[config.mk]
export PLATFORM = sky130hd
export DESIGN_NAME = mem_arbiter
export DESIGN_NICKNAME = d
export VERILOG_FILES = /design/src/rtl/mem_arb_pkg.sv /design/src/rtl/mem_arbiter_rr_arb2.sv /design/src/rtl/mem_arbiter.sv
export SDC_FILE = /design/constraint.sdc
export NUM_CORES = 1
export LEC_CHECK = 0
export CAP_MARGIN = 0
export CORE_MARGIN = 4
export CORE_UTILIZATION = 40
export DETAILED_ROUTE_END_ITERATION = 10
export GPL_TIMING_DRIVEN = 1
export PLACE_DENSITY = 0.79
export SLEW_MARGIN = 20
export SYNTH_ARGS = -nofsm -noshare
export SYNTH_HDL_FRONTEND = slang
export SYNTH_SLANG_ARGS = --single-unit
[constraint.sdc]
create_clock -name clk -period 3.81 [get_ports clk]
set_clock_uncertainty 0.2 [all_clocks]
set_input_delay 0.5715 -clock clk [delete_from_list [all_inputs] [get_ports clk]]
set_output_delay 0.5715 -clock clk [all_outputs]
set_load 0.01 [all_outputs]
[src/rtl/mem_arb_pkg.sv]
// Shared definitions for the two-port memory arbiter.
//   state_t      : sequencer states (IDLE, ISSUE, WAIT, DONE)
//   REQ_A/REQ_B  : requester identifiers used by the picker and owner register
//   AW_DEF/DW_DEF: default address/data widths for the 256x8 memory
package mem_arb_pkg;

    typedef enum logic [1:0] {
        IDLE  = 2'd0,
        ISSUE = 2'd1,
        WAIT  = 2'd2,
        DONE  = 2'd3
    } state_t;

    localparam logic REQ_A = 1'b0;
    localparam logic REQ_B = 1'b1;

    localparam int AW_DEF = 8;
    localparam int DW_DEF = 8;

endpackage

[src/rtl/mem_arbiter_rr_arb2.sv]
// Combinational two-way round-robin picker.
//   req[1:0] : request vector, bit REQ_A = port A, bit REQ_B = port B
//   last_id  : requester granted most recently
//   gnt_id   : chosen requester (meaningful only when valid=1)
//   valid    : at least one request present
module rr_arb2
    import mem_arb_pkg::*;
(
    input  logic [1:0] req,
    input  logic       last_id,
    output logic       gnt_id,
    output logic       valid
);

    always_comb begin
        valid  = |req;
        gnt_id = REQ_A;
        if (req == 2'b11) begin
            // Contention: the port that was not served last goes next.
            gnt_id = ~last_id;
        end else if (req[REQ_B]) begin
            gnt_id = REQ_B;
        end
    end

endmodule

[src/rtl/mem_arbiter.sv]
// Two-requester round-robin arbiter and sequencer for a single-port memory.
// Serialises read/write requests from ports A and B onto the memory strobes,
// captures read data per requester and pulses done on completion.
//   clk, rst                    : clock, asynchronous active-high reset
//   a_req/a_we/a_addr/a_wdata   : port A request (held until a_gnt)
//   a_gnt/a_done/a_rdata        : port A grant pulse, completion pulse, read data
//   b_*                         : same as port A, for port B
//   mem_rd/mem_wr/mem_addr/mem_din/mem_dout : memory interface
//   busy                        : high whenever the sequencer is not IDLE
module mem_arbiter
    import mem_arb_pkg::*;
#(
    parameter int AW     = AW_DEF,
    parameter int DW     = DW_DEF,
    parameter int RD_LAT = 1
)
(
    input  logic          clk,
    input  logic          rst,
    input  logic          a_req,
    input  logic          a_we,
    input  logic [AW-1:0] a_addr,
    input  logic [DW-1:0] a_wdata,
    output logic          a_gnt,
    output logic          a_done,
    output logic [DW-1:0] a_rdata,
    input  logic          b_req,
    input  logic          b_we,
    input  logic [AW-1:0] b_addr,
    input  logic [DW-1:0] b_wdata,
    output logic          b_gnt,
    output logic          b_done,
    output logic [DW-1:0] b_rdata,
    output logic          mem_rd,
    output logic          mem_wr,
    output logic [AW-1:0] mem_addr,
    output logic [DW-1:0] mem_din,
    input  logic [DW-1:0] mem_dout,
    output logic          busy
);

    localparam int            CW       = (RD_LAT > 1) ? $clog2(RD_LAT) : 1;
    localparam logic [CW-1:0] CNT_LAST = CW'(RD_LAT - 1);

    state_t        state_reg, state_next;
    logic          owner_reg, owner_next;
    logic          last_reg, last_next;
    logic          we_reg, we_next;
    logic [AW-1:0] addr_reg, addr_next;
    logic [DW-1:0] wdata_reg, wdata_next;
    logic [CW-1:0] cnt_reg, cnt_next;
    logic [DW-1:0] a_rdata_reg, a_rdata_next;
    logic [DW-1:0] b_rdata_reg, b_rdata_next;

    logic pick_id;
    logic pick_valid;

    rr_arb2 u_pick (
        .req     ({b_req, a_req}),
        .last_id (last_reg),
        .gnt_id  (pick_id),
        .valid   (pick_valid)
    );

    always_ff @(posedge clk or posedge rst) begin
        if (rst) begin
            state_reg   <= IDLE;
            owner_reg   <= REQ_A;
            last_reg    <= REQ_B;   // A wins the first tie after reset
            we_reg      <= 1'b0;
            addr_reg    <= '0;
            wdata_reg   <= '0;
            cnt_reg     <= '0;
            a_rdata_reg <= '0;
            b_rdata_reg <= '0;
        end else begin
            state_reg   <= state_next;
            owner_reg   <= owner_next;
            last_reg    <= last_next;
            we_reg      <= we_next;
            addr_reg    <= addr_next;
            wdata_reg   <= wdata_next;
            cnt_reg     <= cnt_next;
            a_rdata_reg <= a_rdata_next;
            b_rdata_reg <= b_rdata_next;
        end
    end

    always_comb begin
        state_next   = state_reg;
        owner_next   = owner_reg;
        last_next    = last_reg;
        we_next      = we_reg;
        addr_next    = addr_reg;
        wdata_next   = wdata_reg;
        cnt_next     = cnt_reg;
        a_rdata_next = a_rdata_reg;
        b_rdata_next = b_rdata_reg;
        a_gnt        = 1'b0;
        b_gnt        = 1'b0;
        a_done       = 1'b0;
        b_done       = 1'b0;
        mem_rd       = 1'b0;
        mem_wr       = 1'b0;

        case (state_reg)
            IDLE: begin
                // Requests are only sampled here; anything arriving while
                // an operation is in flight waits for the return to IDLE.
                if (pick_valid) begin
                    owner_next = pick_id;
                    last_next  = pick_id;
                    if (pick_id == REQ_B) begin
                        we_next    = b_we;
                        addr_next  = b_addr;
                        wdata_next = b_wdata;
                    end else begin
                        we_next    = a_we;
                        addr_next  = a_addr;
                        wdata_next = a_wdata;
                    end
                    state_next = ISSUE;
                end
            end
            ISSUE: begin
                a_gnt = (owner_reg == REQ_A);
                b_gnt = (owner_reg == REQ_B);
                if (we_reg) begin
                    mem_wr     = 1'b1;
                    state_next = DONE;
                end else begin
                    mem_rd     = 1'b1;
                    cnt_next   = '0;
                    state_next = WAIT;
                end
            end
            WAIT: begin
                mem_rd = 1'b1;
                if (cnt_reg == CNT_LAST) begin
                    // mem_rd has now been held RD_LAT cycles past issue.
                    if (owner_reg == REQ_A) begin
                        a_rdata_next = mem_dout;
                    end else begin
                        b_rdata_next = mem_dout;
                    end
                    state_next = DONE;
                end else begin
                    cnt_next = cnt_reg + 1'b1;
                end
            end
            DONE: begin
                a_done     = (owner_reg == REQ_A);
                b_done     = (owner_reg == REQ_B);
                state_next = IDLE;
            end
            default: state_next = IDLE;
        endcase
    end

    assign mem_addr = addr_reg;
    assign mem_din  = wdata_reg;
    assign a_rdata  = a_rdata_reg;
    assign b_rdata  = b_rdata_reg;
    assign busy     = (state_reg != IDLE);

endmodule

# Word-level counts from Yosys, hierarchy flattened
# Cells that the tools add are included.
# Widths: inputs -> output; s select.
# op_classes
n_bitwise	3
eq_ne	7
n_reduce_logical	9
add_sub_neg	1
mux	20
# ops
operator	count
$mux 8	2
$mux 1	13
$pmux 2 s4	1
$eq 2x2->1 const B	3
$ne 2x2->1 const B	3
$reduce_and 2->1	3
$reduce_and 3->1	2
$mux 2	2
$pmux 1 s2	2
$reduce_bool 2->1	2
$not 1->1	3
$eq 2x1->1 const B	1
$logic_not 2->1	1
$reduce_or 2->1	1
$add 1x1->1 const B	1
# totals
ff_bits	38
inputBits	46
output_inout_bits	39
wordCells	49

# Longest topological paths before layout
# Gate-level depths: netlist of run 1.
# depth
depth_word	3
mapped_depth	8

# Modules after synthesis
# From an unflattened synthesis of run 1, not the netlist that was laid out.
# hier_totals
cells_unflattened	143
hier_area_um2	1751.7
# modules_own_cells
module	instances	area_per_inst_um2	seq_area_each_um2	cells_each
mem_arbiter	1	1737.9	927.1	141
rr_arb2	1	13.8	0.0	2

# Worst setup path before layout of run 1
# OpenSTA, ideal clock, no wires.
# synth_timing
kind	register to output
start	register state_reg[1]
end	output mem_rd
required_time_ns	3.039
stages_incl_launch_ff	5
t_arrival_ns	0.931
slack_ns	2.108
path_cell_list	dfrtp_1 -> inv_1 -> ha_1 -> nor2b_1 -> o21a_1
# synth_between
elab_chain_len	2
# synth_rtl
item	line_no	source
start, declared	mem_arbiter.sv:45	state_t state_reg, state_next;
start signal, assigned	mem_arbiter.sv:77	state_reg <= state_next;
$eq 2x2->1 / $eq 2x1->1 (equally long branches)	mem_arbiter.sv:106	case (state_reg)
$pmux 1 s2 (*)	mem_arbiter.sv:106	
end, declared	mem_arbiter.sv:34	output logic mem_rd,
# Every way passes the cells marked *; elsewhere a longest branch is shown, timed or not.

# Worst setup path after layout of run 1
# Same ends and word-level chain as after synthesis.

==> results of run 1 <==
cell usage in the layout (no fill, tap or decap), types with 2 or more instances in the layout:
cell type,count
a21oi_1,25
a21oi_2,10
and2_1,3
clkbuf_8,6
clkdlybuf4s50_1,84
dfrtp_1,36
ha_1,4
inv_1,4
mux2_1,2
mux2_2,14
nand2_1,20
nor2_1,17
nor2b_1,3
o21a_1,2
o21ai_0,3
routing by layer:
layer / part of all wire (%) / wire length (µm) / vias to the layer above / GRT usage, %
met5: 0 / 0 / - / 0
met4: 2.1 / 89 / 0 / 7.646
li1: - / - / 709 / -
met2: 45 / 1919 / 74 / 25.49
met3: 11 / 485 / 9 / 7.387
met1: 41 / 1740 / 683 / 20.16
path summary, 6_finish.rpt:
path | end | start | slack [ns]
max | mem_rd | state_reg[1]$_DFFE_PP0P_ | 1.25
min | a_rdata[0]$_DFFE_PP0P_ | a_rdata[0]$_DFFE_PP0P_ | 0.29
max reg2reg | mem_addr[5]$_DFFE_PP0P_ | state_reg[1]$_DFFE_PP0P_ | 1.87
min reg2reg | a_rdata[0]$_DFFE_PP0P_ | a_rdata[0]$_DFFE_PP0P_ | 0.29
max in group asynchronous | last_reg$_DFFE_PP1P_ | rst | 2.18
min in group asynchronous | mem_addr[5]$_DFFE_PP0P_ | rst | 0.46
cell families after synthesis:
group           share of synthesized area (%)
simple gates                            11.02
fa+ha+maj                               2.882
mux                                     10.37
buf+inv                                 4.611
compound gates                          17.72
flops                                   53.39
area by class of cell:
type	instances	area share (%)
multi-input cells	111	27.23
flip-flops and latches	37	34.61
inverters	4	0.5605
repair buffers	85	31.67
clock inverters	2	0.5138
well taps	50	2.335
clock buffers	6	3.083
worst max-delay path, cell delays in order, from the launching register on:
cell             delay, ns
dfrtp_1               0.41
inv_1                 0.11
ha_1                  0.19
nor2b_1               0.15
o21a_1                0.12
clkdlybuf4s50_1       0.53
power breakdown:
part / total (mW) / leakage, nW / switching, mW / internal, mW
sequential: 0.716 / 0.422 / 0.114 / 0.601
clock: 0.290 / 0.0512 / 0.143 / 0.147
combinational: 1.11 / 0.646 / 0.487 / 0.627
==> out/qor.txt, run 1 <==
Status = finished, final reports clean
Routed WL = 4235 µm
Syn Nets = 211
Share of cells above drive strength 1 = 15.92%
Most common cell in the synthesized netlist = dfrtp_1
Post-synth top cells = dfrtp_1 (36), a21oi_1 (25), nand2_1 (20), nor2_1 (17), mux2_2 (14)
Worst VDD drop = 0.4086 mV
Port Buffers = 84
# IOs = 85
Initial core utilization = 42.50%
Final hold vios = 0
Final setup TNS = 0 ns
Nets@finish = 294
WS Path Type = reg -> out
Overall routing resource usage = 16.70%
Worst-path clk slew = 0.07 ns
# hold bufs at CTS = 0
Clock Sinks = 37
TritonCTS clock tree = done
Post-synth EDFFs = 0
Req. time, crit path = 3.04 ns
Initial antenna violation count = 0
Cells after DPL = 287
Post-DP HPWL = 3240 µm
Synth Flop Type = dfrtp_1
Clk_lat worst skew = 0.29 ns
Largest net degree at the start of global routing = 23
# fillers = 353
Final hold slack = 0.2927 ns
Pre-antenna DRT Iters = 4
Cell accounting for the most synthesized area = dfrtp_1
Die X = 73.89 µm
Ys async rst share = 100.0%
Final antenna diode count = 0
Post-Syn Area per Cell = 10.79 µm²
Routability cong. = 0.7608
Largest cells by area after synthesis = dfrtp_1 (52%), mux2_2 (9.1%), a21oi_1 (7.2%)
Core Box Area = 4086 µm²
Worst Setup End Kind = primary output
Reg area = 927.1 µm²
First-pass GRT wire length = 6789 µm
Hold depth = 1
Synth Warn # = 0
Total CTS buffers = 5
Post-place instance area = 2582 µm²
Area taken by multi-input logic gates = 729.5 µm²
Crit path arrival time = 1.79 ns
Worst slew margin = 59.13%
Final worst path period need = 2.563 ns
Via density per instance = 5.000
Unrepaired setup endpoints after global routing = false
Final Power = 2.119 mW
Vias post-DR = 1,475
Total global routing overflow = 0
Max-slew violations = 0
Pwr Density = 791.1 nW/µm²
Leak Pwr = 1.120 nW
Seq cells post-synth = 37
Die H = 73.89 µm
Final worst-path cycle share = 67.26%
Count of final setup violators = 0
Htree depth = 2
Final instance count without filler cells = 295
Setup Fix Bufs, Post-CTS = 0
Fmax = 390.2 MHz
Vias in the first global route = 1,436
Residual DRC count = 0
Share of the synthesized area in the top cell type = 51.87%
Drt wl/cell = 14.36 µm
Area grow syn2layout = 54.25%
PnR worst setup slack = 1.247 ns
Area of the die = 5460 µm²
Register area share after synthesis = 53.39%
Setup crit start kind = flip-flop
R2R depth = 5
Max Cap Violations = 0
Mapped Cells = 161
Antenna viol nets, final = 0
Post-layout utilization of the core = 65.55%
Starting DRT DRC Count = 40
Row Count = 23
CP max FO = 4
Fin area = 2679 µm²
Worst Tran Pin Value = 0.6124 ns
Clock Path Buffers = 2
Root Buffer = clkbuf_8
Mapped Area = 1737 µm²
PostCTS Resize Cnt = 0
Post-synthesis cell type count = 25
Min-Delay Path Class = reg -> reg
Place WS = 1.479 ns
Note: power is estimated with default switching activity, not from simulation.
==> run 2, diff against run 1 <==
- clock period: 3.81 -> 2.5 ns (I/O delays scaled with it)
==> out/qor.txt, run 2 (synthesis gave the netlist of run 1 again) <==
Status = finished, final reports clean
Setup Fix Bufs, Post-CTS = 0
Switching power share of the total = 35.28%
Area grow syn2layout = 54.11%
R2R Path End = state_reg[0]$_DFFE_PP0P_
M1 WL = 1750 µm
Worst path slowest cell = clkdlybuf4s50_1
Met3 WL = 494 µm
PnR worst setup slack = 0.1178 ns
Worst-path clk slew = 0.08 ns
Drt wl/cell = 14.23 µm
Routed WL = 4213 µm
Core Box Area = 4086 µm²
Final antenna diode count = 0
Min-Delay Path Class = in -> async
Row Count = 23
Buf/Inv on CP = 2
Psw = 1.129 mW
Initial core utilization = 42.50%
CP peak stage delay = 0.52 ns
Most frequent cells in the layout = clkdlybuf4s50_1 (84), dfrtp_1 (36), a21oi_1 (25), nand2_1 (20), nor2_1 (17)
Clock Path Buffers = 2
Cells after DPL = 288
Final worst path period need = 2.382 ns
Pre-antenna DRT Iters = 4
Max Cap Violations = 0
Port Buffers = 84
Root Buffer = clkbuf_8
Worst VDD drop = 0.5738 mV
# hold bufs at CTS = 0
Post-place instance area = 2590 µm²
Die H = 73.89 µm
Starting DRT DRC Count = 40
Final hold slack = 0.2918 ns
R2R depth = 5
R2r startpoint = state_reg[1]$_DFFE_PP0P_
Final instance count without filler cells = 296
Setup crit start kind = flip-flop
Via density per instance = 4.770
Max-slew violations = 0
Die X = 73.89 µm
Count of final setup violators = 0
Highest metal used = met4
Clock Sinks = 37
Req. time, crit path = 1.92 ns
Routed length on met2 = 1938 µm
TritonCTS clock tree = done
Routability cong. = 0.6979
Htree depth = 2
Overall routing resource usage = 15.42%
CP max FO = 4
Total global routing overflow = 0
Share of cells above drive strength 1 = 16.26%
Largest net degree at the start of global routing = 38
Worst Setup EP = mem_rd
Initial antenna violation count = 0
PostCTS Resize Cnt = 0
CP Depth = 5
# IOs = 85
Nets@finish = 295
Final hold vios = 0
Vias in the first global route = 1,311
Final setup TNS = 0 ns
P_int = 2.071 mW
Logic gate share of total power = 53.1%
Clk_lat worst skew = 0.28 ns
Worst Tran Pin Value = 0.5236 ns
Residual DRC count = 0
Flop pwr share = 34.2%
Cell family with most CP delay = buffers and inverters
Clock Power Share = 12.6%
Post-DP HPWL = 3134 µm
WS Path Type = reg -> out
CP Cell Sequence = inv_1 > ha_1 > nor2b_1 > o21a_1 > clkdlybuf4s50_1
Pwr Density = 1196 nW/µm²
Leak Pwr = 1.118 nW
Vias post-DR = 1,412
Launch point of the critical path = state_reg[1]$_DFFE_PP0P_
Crit path arrival time = 1.81 ns
Fmax = 419.8 MHz
Total CTS buffers = 5
Unrepaired setup endpoints after global routing = false
Worst Setup End Kind = primary output
Post-layout utilization of the core = 65.49%
Final worst-path cycle share = 95.29%
Antenna viol nets, final = 0
Final Power = 3.200 mW
First-pass GRT wire length = 6313 µm
Most common cell after layout, fill and taps aside = clkdlybuf4s50_1
Worst slew margin = 64.96%
Place WS = 0.4187 ns
Area of the die = 5460 µm²
R2r setup slk = 0.64 ns
Fin area = 2676 µm²
[run 2: changes by cell type in the layout (fill, tap and decap cells not counted)]
cell        delta
buf_4          +1
clkbuf_8       -1
clkinv_2       +1
clkinv_4       -1
clkinvlp_4     +1
[run 2: worst min-delay path by stage]
stage,start,to,cells past startpoint
after global placement,a_rdata[4]$_DFFE_PP0P_,a_rdata[4]$_DFFE_PP0P_,1
final,rst,a_rdata[5]$_DFFE_PP0P_,3
after floorplan,a_addr[0],mem_addr[0]$_DFFE_PP0P_,2
after detailed placement,a_rdata[0]$_DFFE_PP0P_,a_rdata[0]$_DFFE_PP0P_,1
after global routing,a_rdata[5]$_DFFE_PP0P_,a_rdata[5]$_DFFE_PP0P_,1
after CTS,a_rdata[0]$_DFFE_PP0P_,a_rdata[0]$_DFFE_PP0P_,1
[run 2: routing by layer]
layer	GRT usage, %	vias up
li1	-	706
met1	18.62	630
met2	24.51	72
met3	7.387	4
met4	4.225	0
met5	0	-
[run 2: power groups by stage]
stage	registers (mW)	clock network [mW]	logic, mW
after floorplan	1.22	0	0.783
after global placement	1.10	0	1.69
after detailed placement	1.11	0	1.72
after CTS	1.10	0.423	1.73
after global routing	1.13	0.440	1.86
final	1.10	0.404	1.70
[run 2: worst reg2reg max path, delay by kind of cell (launching register included)]
family	cells	cell delay, ns
and+or+nand+nor	1	0.51
DFF	1	0.42
adders and majority gates	1	0.34
AOI/OAI and AO/OA	2	0.17
buffers and inverters	1	0.11
[run 2: area by class of cell]
class | count | area, µm²
clock buffer | 5 | 68.82
timing repair buffer | 86 | 855.8
sequential | 37 | 927.1
tap | 50 | 62.56
multi-input combinational | 111 | 729.5
clock inverter | 3 | 17.52
inverter | 4 | 15.01
fill | 348 | 1410
